[config.mk]
export PLATFORM = sky130hd
export DESIGN_NAME = alu_nibble_sequencer_flat
export DESIGN_NICKNAME = d
export VERILOG_FILES = /design/src/rtl/alu_nibble_sequencer_pkg.sv /design/src/rtl/alu_nibble_sequencer_if.sv /design/src/rtl/alu_nibble_sequencer_ta181_bar.sv /design/src/rtl/alu_nibble_sequencer.sv /design/src/flat_wrapper.sv
export SDC_FILE = /design/constraint.sdc
export NUM_CORES = 1
export LEC_CHECK = 0
export CELL_PAD_IN_SITES_DETAIL_PLACEMENT = 0
export CELL_PAD_IN_SITES_GLOBAL_PLACEMENT = 1
export CORE_MARGIN = 4
export CORE_UTILIZATION = 37
export DETAILED_ROUTE_END_ITERATION = 6
export GPL_TIMING_DRIVEN = 0
export PLACE_DENSITY_LB_ADDON = 0.1
export SLEW_MARGIN = 40
export SYNTH_ARGS = -nofsm -noshare
export SYNTH_HDL_FRONTEND = slang
export SYNTH_SLANG_ARGS = --single-unit
[constraint.sdc]
create_clock -name clk -period 3.1 [get_ports clk]
set_input_delay 0.62 -clock clk [delete_from_list [all_inputs] [get_ports clk]]
set_output_delay 0.62 -clock clk [all_outputs]
set_load 0.01 [all_outputs]
[src/rtl/alu_nibble_sequencer_pkg.sv]
// Shared definitions for the nibble-serial ALU sequencer: FSM encoding and
// the 74x181 function-select codes used by the control unit.
package alu_nibble_sequencer_pkg;

    localparam int NIBBLE_W = 4;

    typedef enum logic [1:0] {
        IDLE = 2'd0,
        RUN  = 2'd1,
        DONE = 2'd2
    } state_t;

    // FN_SUB and FN_XOR share a code; M selects arithmetic vs. logic.
    localparam logic [NIBBLE_W-1:0] FN_ADD = 4'b1001;
    localparam logic [NIBBLE_W-1:0] FN_SUB = 4'b0110;
    localparam logic [NIBBLE_W-1:0] FN_XOR = 4'b0110;
    localparam logic [NIBBLE_W-1:0] FN_AND = 4'b1011;
    localparam logic [NIBBLE_W-1:0] FN_OR  = 4'b1110;

endpackage

[src/rtl/alu_nibble_sequencer_if.sv]
// Request/response bus between the control unit (master) and the
// nibble-serial ALU sequencer (slave).
interface alu_nibble_sequencer_if
    import alu_nibble_sequencer_pkg::*;
#(
    parameter int WIDTH = 8
);
    logic                start;
    logic                ready;
    logic [WIDTH-1:0]    a;
    logic [WIDTH-1:0]    b;
    logic [NIBBLE_W-1:0] s;
    logic                m;
    logic                cin;
    logic                res_valid;
    logic                res_ready;
    logic [WIDTH-1:0]    result;
    logic                cout;
    logic                aeqb;
    logic                zero;

    modport master (
        output start, a, b, s, m, cin, res_ready,
        input  ready, res_valid, result, cout, aeqb, zero
    );

    modport slave (
        input  start, a, b, s, m, cin, res_ready,
        output ready, res_valid, result, cout, aeqb, zero
    );

endinterface

[src/rtl/alu_nibble_sequencer_ta181_bar.sv]
// 4-bit 74x181-style ALU slice with active-low data pins (A_BAR, B_BAR, F_BAR)
// and active-low carries (CI=1 / CO=1 mean no carry).
module ta181_bar
    import alu_nibble_sequencer_pkg::*;
(
    input  logic [NIBBLE_W-1:0] a_bar,
    input  logic [NIBBLE_W-1:0] b_bar,
    input  logic [NIBBLE_W-1:0] s,
    input  logic                m,
    input  logic                ci,
    output logic [NIBBLE_W-1:0] f_bar,
    output logic                co,
    output logic                aeqb,
    output logic                p_bar,
    output logic                g_bar
);
    logic [NIBBLE_W-1:0] a, b, d, e, f;
    logic [NIBBLE_W:0]   c;

    always_comb begin
        a = ~a_bar;
        b = ~b_bar;
        // d/e are the classic 181 first-level terms: ~d propagates, ~e generates.
        d = ~(a | (b & {NIBBLE_W{s[0]}}) | (~b & {NIBBLE_W{s[1]}}));
        e = ~((a & ~b & {NIBBLE_W{s[2]}}) | (a & b & {NIBBLE_W{s[3]}}));
        c = '0;
        c[0] = ~ci;
        for (int i = 0; i < NIBBLE_W; i++) begin
            c[i+1] = ~e[i] | (~d[i] & c[i]);
        end
        f = '0;
        for (int i = 0; i < NIBBLE_W; i++) begin
            f[i] = (d[i] ^ e[i]) ^ (m | c[i]);
        end
        f_bar = ~f;
        co    = ~c[NIBBLE_W];
        aeqb  = &f_bar;
        p_bar = ~(&(~d));
        g_bar = ~(~e[3] | (~d[3] & ~e[2]) | (~d[3] & ~d[2] & ~e[1])
                  | (~d[3] & ~d[2] & ~d[1] & ~e[0]));
    end

endmodule

[src/rtl/alu_nibble_sequencer.sv]
// Runs WIDTH-bit ALU operations through one 4-bit ta181_bar slice, one nibble
// per cycle LSB first, chaining the carry through a register.
module alu_nibble_sequencer
    import alu_nibble_sequencer_pkg::*;
#(
    parameter int NIBBLES = 2
) (
    input  logic                  clk,
    input  logic                  reset,
    alu_nibble_sequencer_if.slave bus
);
    localparam int WIDTH = NIBBLE_W * NIBBLES;
    localparam int CNT_W = $clog2(NIBBLES) + 1;
    localparam logic [CNT_W-1:0] LAST = CNT_W'(NIBBLES - 1);

    state_t              state, state_nxt;
    logic [WIDTH-1:0]    a_q, b_q, result_q, result_nxt;
    logic [NIBBLE_W-1:0] s_q, a_nib, b_nib, f_bar;
    logic                m_q, carry_q, cout_q, aeqb_q, zero_q;
    logic [CNT_W-1:0]    cnt_q;
    logic                co, slice_aeqb, p_bar_unused, g_bar_unused;

    always_comb begin
        a_nib      = '0;
        b_nib      = '0;
        result_nxt = result_q;
        for (int i = 0; i < NIBBLES; i++) begin
            if (cnt_q == CNT_W'(i)) begin
                a_nib = a_q[NIBBLE_W*i +: NIBBLE_W];
                b_nib = b_q[NIBBLE_W*i +: NIBBLE_W];
                result_nxt[NIBBLE_W*i +: NIBBLE_W] = ~f_bar;
            end
        end
    end

    ta181_bar u_slice (
        .a_bar (~a_nib),
        .b_bar (~b_nib),
        .s     (s_q),
        .m     (m_q),
        .ci    (carry_q),
        .f_bar (f_bar),
        .co    (co),
        .aeqb  (slice_aeqb),
        .p_bar (p_bar_unused),
        .g_bar (g_bar_unused)
    );

    always_ff @(posedge clk) begin
        if (reset) state <= IDLE;
        else       state <= state_nxt;
    end

    always_comb begin
        state_nxt     = state;
        bus.ready     = 1'b0;
        bus.res_valid = 1'b0;
        case (state)
            IDLE: begin
                bus.ready = 1'b1;
                if (bus.start) state_nxt = RUN;
            end
            RUN: begin
                if (cnt_q == LAST) state_nxt = DONE;
            end
            DONE: begin
                bus.res_valid = 1'b1;
                if (bus.res_ready) state_nxt = IDLE;
            end
            default: state_nxt = IDLE;
        endcase
    end

    // Counter holds at LAST on the final pass so the nibble mux never goes out of range.
    always_ff @(posedge clk) begin
        if (reset) begin
            a_q      <= '0;
            b_q      <= '0;
            s_q      <= '0;
            m_q      <= 1'b0;
            carry_q  <= 1'b0;
            cnt_q    <= '0;
            result_q <= '0;
            cout_q   <= 1'b1;
            aeqb_q   <= 1'b0;
            zero_q   <= 1'b0;
        end else if (state == IDLE && bus.start) begin
            a_q     <= bus.a;
            b_q     <= bus.b;
            s_q     <= bus.s;
            m_q     <= bus.m;
            carry_q <= bus.cin;
            cnt_q   <= '0;
            aeqb_q  <= 1'b1;
        end else if (state == RUN) begin
            result_q <= result_nxt;
            carry_q  <= co;
            aeqb_q   <= aeqb_q & slice_aeqb;
            if (cnt_q == LAST) begin
                cout_q <= co;
                zero_q <= (result_nxt == '0);
            end else begin
                cnt_q <= cnt_q + 1'b1;
            end
        end
    end

    assign bus.result = result_q;
    assign bus.cout   = cout_q;
    assign bus.aeqb   = aeqb_q;
    assign bus.zero   = zero_q;

endmodule
[src/flat_wrapper.sv]
// flat-port wrapper written by rule: the top's interface ports become plain ports
module alu_nibble_sequencer_flat import alu_nibble_sequencer_pkg::*;
#(
    parameter int NIBBLES = 2
)
  (clk, reset, bus_start, bus_a, bus_b, bus_s, bus_m, bus_cin, bus_res_ready, bus_ready, bus_res_valid, bus_result, bus_cout, bus_aeqb, bus_zero);
  alu_nibble_sequencer_if bus_i ();
  input  logic clk;
  input  logic reset;
  input wire logic [$bits(bus_i.start)-1:0] bus_start;
  input wire logic [$bits(bus_i.a)-1:0] bus_a;
  input wire logic [$bits(bus_i.b)-1:0] bus_b;
  input wire logic [$bits(bus_i.s)-1:0] bus_s;
  input wire logic [$bits(bus_i.m)-1:0] bus_m;
  input wire logic [$bits(bus_i.cin)-1:0] bus_cin;
  input wire logic [$bits(bus_i.res_ready)-1:0] bus_res_ready;
  output wire logic [$bits(bus_i.ready)-1:0] bus_ready;
  output wire logic [$bits(bus_i.res_valid)-1:0] bus_res_valid;
  output wire logic [$bits(bus_i.result)-1:0] bus_result;
  output wire logic [$bits(bus_i.cout)-1:0] bus_cout;
  output wire logic [$bits(bus_i.aeqb)-1:0] bus_aeqb;
  output wire logic [$bits(bus_i.zero)-1:0] bus_zero;
  assign bus_i.start = bus_start;
  assign bus_i.a = bus_a;
  assign bus_i.b = bus_b;
  assign bus_i.s = bus_s;
  assign bus_i.m = bus_m;
  assign bus_i.cin = bus_cin;
  assign bus_i.res_ready = bus_res_ready;
  assign bus_ready = bus_i.ready;
  assign bus_res_valid = bus_i.res_valid;
  assign bus_result = bus_i.result;
  assign bus_cout = bus_i.cout;
  assign bus_aeqb = bus_i.aeqb;
  assign bus_zero = bus_i.zero;
  alu_nibble_sequencer #(.NIBBLES(NIBBLES)) u_core (.clk(clk), .reset(reset), .bus(bus_i));
endmodule
* Yosys cells after proc, flatten, opt, wreduce, memory -nomap -nowiden
Index checks and enable logic that the tools add are counted.
** Word-level totals
- Bits in read-only memories :: 0
- Word-level logic and storage cells :: 96
- Bits in latches :: 0
- Memories kept :: 0
- Bits in writable memories :: 0
- Flip-flop bits (word level) :: 37
** Cells by class
- Magnitude comparators :: 0
- Equality and inequality tests :: 6
- Reductions and logical operators :: 11
- $add $sub $neg :: 1
- Multipliers :: 0
- Bitwise logic cells :: 51
- Mux-type cells :: 16
- Shift-type cells :: 0
- Div/mod/pow operators :: 0
** Operators by type and width (count)
- $not A4 Y4 :: 9
- $and A4 B4 Y4 :: 6
- $mux W4 :: 6
- $not A1 Y1 :: 12
- $or A4 B4 Y4 :: 3
- $logic_not A8 Y1 :: 1
- $or A1 B1 Y1 :: 8
- $xor A1 B1 Y1 :: 8
- $mux W1 :: 6
- $mux W2 :: 3
- $pmux W2 S3 :: 1
- $reduce_and A3 Y1 :: 2
- $and A1 B1 Y1 :: 5
- $eq A2 B1 Y1 const B :: 2
- $logic_not A2 Y1 :: 2
- $ne A2 B2 Y1 const B :: 2
- $reduce_and A2 Y1 :: 2
- $reduce_and A4 Y1 :: 1
- $add A2 B1 Y2 const B :: 1
- $eq A2 B2 Y1 const B :: 1
- $ne A2 B1 Y1 const B :: 1
- $reduce_bool A2 Y1 :: 1
- $reduce_or A2 Y1 :: 1
- $logic_and A1 B1 Y1 :: 1

* Logic depth before layout (Yosys ltp)
Gate-level depths: netlist of run 1.
- Depth after elaboration :: 23
- Depth in mapped cells :: 11
- Mapped depth without buffers :: 10

* By module
Synthesis of run 1 repeated with hierarchy kept, for this count alone.
** Unflattened totals
- Cell total of the unflattened synthesis :: 231
- Area, all modules :: 1884.3 um^2
** By module, submodules not included
- alu_nibble_sequencer :: cells each 192, instances 1, sequential area each 740.7 um^2, area each 1606.5 um^2
- ta181_bar :: cells each 39, instances 1, sequential area each 0.0 um^2, area each 277.8 um^2

* Worst setup path after synthesis of run 1
Ideal clock, no wire load.
- Path type :: register to register
- Start :: reg u_core.cnt_q[0]
- End :: reg u_core.aeqb_q, in the netlist u_core.bus.aeqb
- Stages on the path, launching flop included :: 11
- Arrival :: 2.353 ns
- Setup slack :: 0.668 ns
- Path through :: dfxtp_1 -> ha_1 -> buf_6 -> inv_2 -> and3_1 -> a21oi_2 -> mux2_1 -> mux2i_1 -> xnor2_2 -> or3b_1 -> a211oi_2
** Between the ends
- Word-level cells in the longest chain between the ends :: 23
- Elaborated cells between the ends (all ways) :: 50
- Classes of those cells :: eq/ne: 1; mux: 6; bitwise: 41; reduce/logical: 2
** Ends and longest elaborated chain
- from (decl) :: RTL line alu_nibble_sequencer.sv:20 : logic [CNT_W-1:0] cnt_q;
- from (signal assigned) :: RTL line alu_nibble_sequencer.sv:103 : cnt_q <= cnt_q + 1'b1;
- $logic_not A2 Y1 :: RTL line alu_nibble_sequencer.sv:28 : if (cnt_q == CNT_W'(i)) begin
- $mux W4 (2 in a row) :: RTL line alu_nibble_sequencer.sv:28
- $not A4 Y4 :: RTL line alu_nibble_sequencer.sv:38 : .b_bar (~b_nib),
- $not A4 Y4 :: RTL line alu_nibble_sequencer_ta181_bar.sv:22 : b = ~b_bar;
- $and A4 B4 Y4 or $not A4 Y4 (tied branches) :: RTL line alu_nibble_sequencer_ta181_bar.sv:24, alu_nibble_sequencer_ta181_bar.sv:25
- $or A4 B4 Y4 (tied with other cells) :: RTL line alu_nibble_sequencer_ta181_bar.sv:24 : d = ~(a | (b & {NIBBLE_W{s[0]}}) | (~b & {NIBBLE_W{s[1]}}));
- $or A4 B4 Y4 or $and A4 B4 Y4 (tied branches) :: RTL line alu_nibble_sequencer_ta181_bar.sv:24, alu_nibble_sequencer_ta181_bar.sv:25
- $not A4 Y4 or $or A4 B4 Y4 (tied branches) :: RTL line alu_nibble_sequencer_ta181_bar.sv:24, alu_nibble_sequencer_ta181_bar.sv:25
- [6 not listed]
- $or A1 B1 Y1 :: RTL line alu_nibble_sequencer_ta181_bar.sv:29 : c[i+1] = ~e[i] | (~d[i] & c[i]);
- $or A1 B1 Y1 :: RTL line alu_nibble_sequencer_ta181_bar.sv:33 : f[i] = (d[i] ^ e[i]) ^ (m | c[i]);
- $xor A1 B1 Y1 :: RTL line alu_nibble_sequencer_ta181_bar.sv:33
- $not A4 Y4 (*) :: RTL line alu_nibble_sequencer_ta181_bar.sv:35 : f_bar = ~f;
- $reduce_and A4 Y1 (*) :: RTL line alu_nibble_sequencer_ta181_bar.sv:37 : aeqb = &f_bar;
- $and A1 B1 Y1 (*) :: RTL line alu_nibble_sequencer.sv:98 : aeqb_q <= aeqb_q & slice_aeqb;
- $mux W1 (*) :: RTL line alu_nibble_sequencer.sv:95 : end else if (state == RUN) begin
- $mux W1 (*) :: RTL line alu_nibble_sequencer.sv:87 : end else if (state == IDLE && bus.start) begin
- to (signal assigned) :: RTL line alu_nibble_sequencer.sv:98
- to (decl) :: RTL line alu_nibble_sequencer.sv:19 : logic m_q, carry_q, cout_q, aeqb_q, zero_q;
Every way passes the cells marked *; elsewhere a longest branch is shown, timed or not. The select of a mux whose other input is x is not followed.
A chain may end at the register's enable or synchronous reset.

* Final worst setup path of run 1
- Start :: reg u_core.cnt_q[1]
- End :: reg u_core.aeqb_q, in the netlist u_core.bus.aeqb
Same word-level chain as after synthesis.

==> reports/qor.csv, run 1 <==
metric,value,unit
WL/cell,12.55,um
Worst R2R Path Depth,11,
register area share after synthesis,38.72,%
Worst Path Max Fanout,10,
CP Cell Sequence,"inv_1, ha_1, buf_6, inv_2, and3_1, a21oi_2, mux2_1, mux2i_1, xnor2_2, or3b_1, a211oi_2",
worst path buffer plus inverter count,3,
WP data required,3.31,ns
nature of the critical path endpoint,register,
"CTS clk-pin slew, worst paths",0.07,ns
WP data arrival,2.93,ns
FILL cells,505,
first-pass GRT wire length,7665,um
Post-Place Setup Slack,0.4059,ns
Synth Register Bits,37,
drc violations,0,
1st-pass router iterations,4,
fin cells,349,
cts bufs inserted,5,
RSZ-0062 raised after global routing,false,
status,"complete, no violations",
Initial Util,39.21,%
# resized after CTS,0,
critical path's largest stage delay,0.40,ns
post-synth net total,264,
ys async rst share,0,%
clk_lat worst skew,0.28,ns
synth unique cells,44,
grt ovf,0,
GRT Util Overall,15.17,%
post-synthesis cell count,236,
die footprint,6385,sq um
CTS H-tree lvls,2,
deepest clock path buffer count,2,
Fmax,0.3674,GHz
Final min period,2.722,ns
fin util,50.36,%
core area,4880,sq um
Peak VDD IR,0.2116,mV
number of DRC markers in iteration 0,56,
Setup Buffers After CTS,0,
dpl hpwl,3468,um
synth warn,0,
relative slew slack,66.63,%
CP max stage cell,or3b_1,
P per Cell Area,461.4,nW/um^2
WHS Path Cells,2,
final WL,4380,um
IO Count,39,
WP depth,11,
Worst-Margin Slew,0.5006,ns
Worst Hold Class,reg2reg,
Mapped Area,1913,sq um
CTS tree,yes,
routed vias,1694,
CTS Hold Buffers Added,0,
critical path class,reg2reg,
final setup fails,0,
"antenna viol nets, final",0,
Final Cycle Share,87.80,%
Max Cap Violations,0,
Layout area overhead,28.45,%
vias in the first global route,1640,
diode count,0,
worst-case clock skew,0.003449,ns
Sink Count,37,
Startpoint Class,register,
Die Wd,79.91,um
synthesized area per cell,8.106,sq um
number of synthesized flops with an enable pin,0,
die height,79.91,um
Pins Over Slew Limit,0,
row cnt,25,
CTS root buffer,clkbuf_8,
critical path's top delay family,simple AND/OR/NAND/NOR gates,
GP Congestion,0.8055,
largest net degree at the start of global routing,11,
initial antenna violation count,0,
nets@finish,309,
share of post-route cells with drive strength above 1,8.865,%
TNS Setup,0,ns
top_reg_cell synth,dfxtp_1,
drt via density,4.854,
Fin. Hold Viols,0,
placed cells,341,
IO buf count,38,
post-route setup slack,0.3782,ns
Leak,0.8819,nW
[cell families (layout without fill, tap and decap cells)]
logic type | count (synthesis) | in the layout | share of synthesized area [%]
and+or+nand+nor | 113 | 113 | 28.58
AOI/OAI and AO/OA | 56 | 56 | 20.93
DFF | 37 | 37 | 38.72
buffers and inverters | 16 | 62 | 3.793
muxes | 7 | 7 | 3.989
xor gates and xnor gates | 5 | 5 | 2.682
adders and majority gates | 2 | 2 | 1.308
[report_power, final]
| part | internal, mW | switching [mW] | leakage [nW] |
|---|---|---|---|
| clock | 0.160 | 0.164 | 0.0395 |
| combinational | 0.134 | 0.144 | 0.540 |
| sequential | 0.507 | 0.0247 | 0.303 |
[cells in the final DEF (no fill, tap or decap), types with 2 or more instances in the layout]
cell type	Yosys	routed
nand2b_1	4	4
o21ai_2	2	2
nand3b_1	6	6
clkbuf_1	10	13
clkdlybuf4s50_1	0	38
nor2b_1	4	4
clkbuf_8	0	5
dfxtp_1	37	37
nand3_1	11	11
a21oi_2	4	4
xnor2_1	3	3
inv_1	2	2
nand2_1	57	57
nor3_1	3	3
and3_1	3	3
nor2_1	14	14
ha_1	2	2
o21ai_0	3	3
a21oi_1	30	30
and2_4	2	2
mux2i_1	5	5
a311oi_1	2	2
and3b_1	2	2
and2_1	4	4
a31oi_4	3	3
o31ai_1	3	3
[worst min-delay path, stage by stage, from the launching register on]
cell and delay (ns):
dfxtp_1 0.31, nand2_1 0.05, a21oi_1 0.05
[final timing paths]
check,endpoint,start,slack [ns]
max,u_core.bus.aeqb,u_core.cnt_q[1],0.38
min,u_core.a_q[5],u_core.a_q[5],0.45
max reg2reg,u_core.bus.aeqb,u_core.cnt_q[1],0.38
min reg2reg,u_core.a_q[5],u_core.a_q[5],0.45
[state kept, by name, indices dropped and copies added, names as in the netlist]
signal and count:
u_core.cnt_q 2, u_core.carry_q 1, u_core.bus.cout 1, u_core.m_q 1, u_core.b_q 8, u_core.bus.result 8
u_core.bus.zero 1, u_core.bus.aeqb 1, u_core.s_q 4, u_core.a_q 8, u_core.state 2
[metal layers]
metal	vias to the layer above	share of wire [%]	wire length, um	global-route usage, %
met2	30	46	2004	24.42
met3	8	4.5	196	4.176
met4	0	1.8	78	5.068
met5	-	0	0	0
li1	901	-	-	-
met1	755	48	2100	19.46
[per-stage QoR]
stage	hold WS, ns	power, mW	instance area [sq um]
6_report	0.4519	1.134	2457
3_3_place_gp	0.4409	0.8232	2377
4_1_cts	0.4531	1.147	2457
5_1_grt	0.4718	1.202	2457
3_5_place_dp	0.4429	0.8249	2377
2_1_floorplan	0.4317	0.7248	1913
[cells in the mapped netlist, types with 4 or more instances]
cell type	count	share of area [%]
mux2i_1	5	2.6
nand3b_1	6	2.4
nor2b_1	4	1.3
nor2_1	14	2.7
clkbuf_1	10	2.0
dfxtp_1	37	39
a21oi_1	30	7.8
nand2b_1	4	1.3
nand2_1	57	11
nand3_1	11	2.9
and2_1	4	1.3
a21oi_2	4	1.8
[area by class of cell]
| type | instances | area (sq um) | area share [%] |
|---|---|---|---|
| tap | 67 | 83.83 | 3.411 |
| multi-input combinational | 183 | 1100 | 44.76 |
| buffer | 13 | 61.31 | 2.495 |
| sequential | 37 | 740.7 | 30.14 |
| timing repair buffer | 38 | 380.4 | 15.48 |
| inverter | 3 | 11.26 | 0.4582 |
| clock buffer | 8 | 80.08 | 3.259 |
(Power assumes the default switching activity.)
==> run 2, diff against run 1 <==
==> constraint.sdc (replaced) <==
create_clock -name clk -period 3.1 [get_ports clk]
set_input_delay 0.31 -clock clk [delete_from_list [all_inputs] [get_ports clk]]
set_output_delay 0.31 -clock clk [all_outputs]
set_load 0.01 [all_outputs]
==> results of run 2 <==
No change in the layout: final DEF, timing and power equal those of run 1.
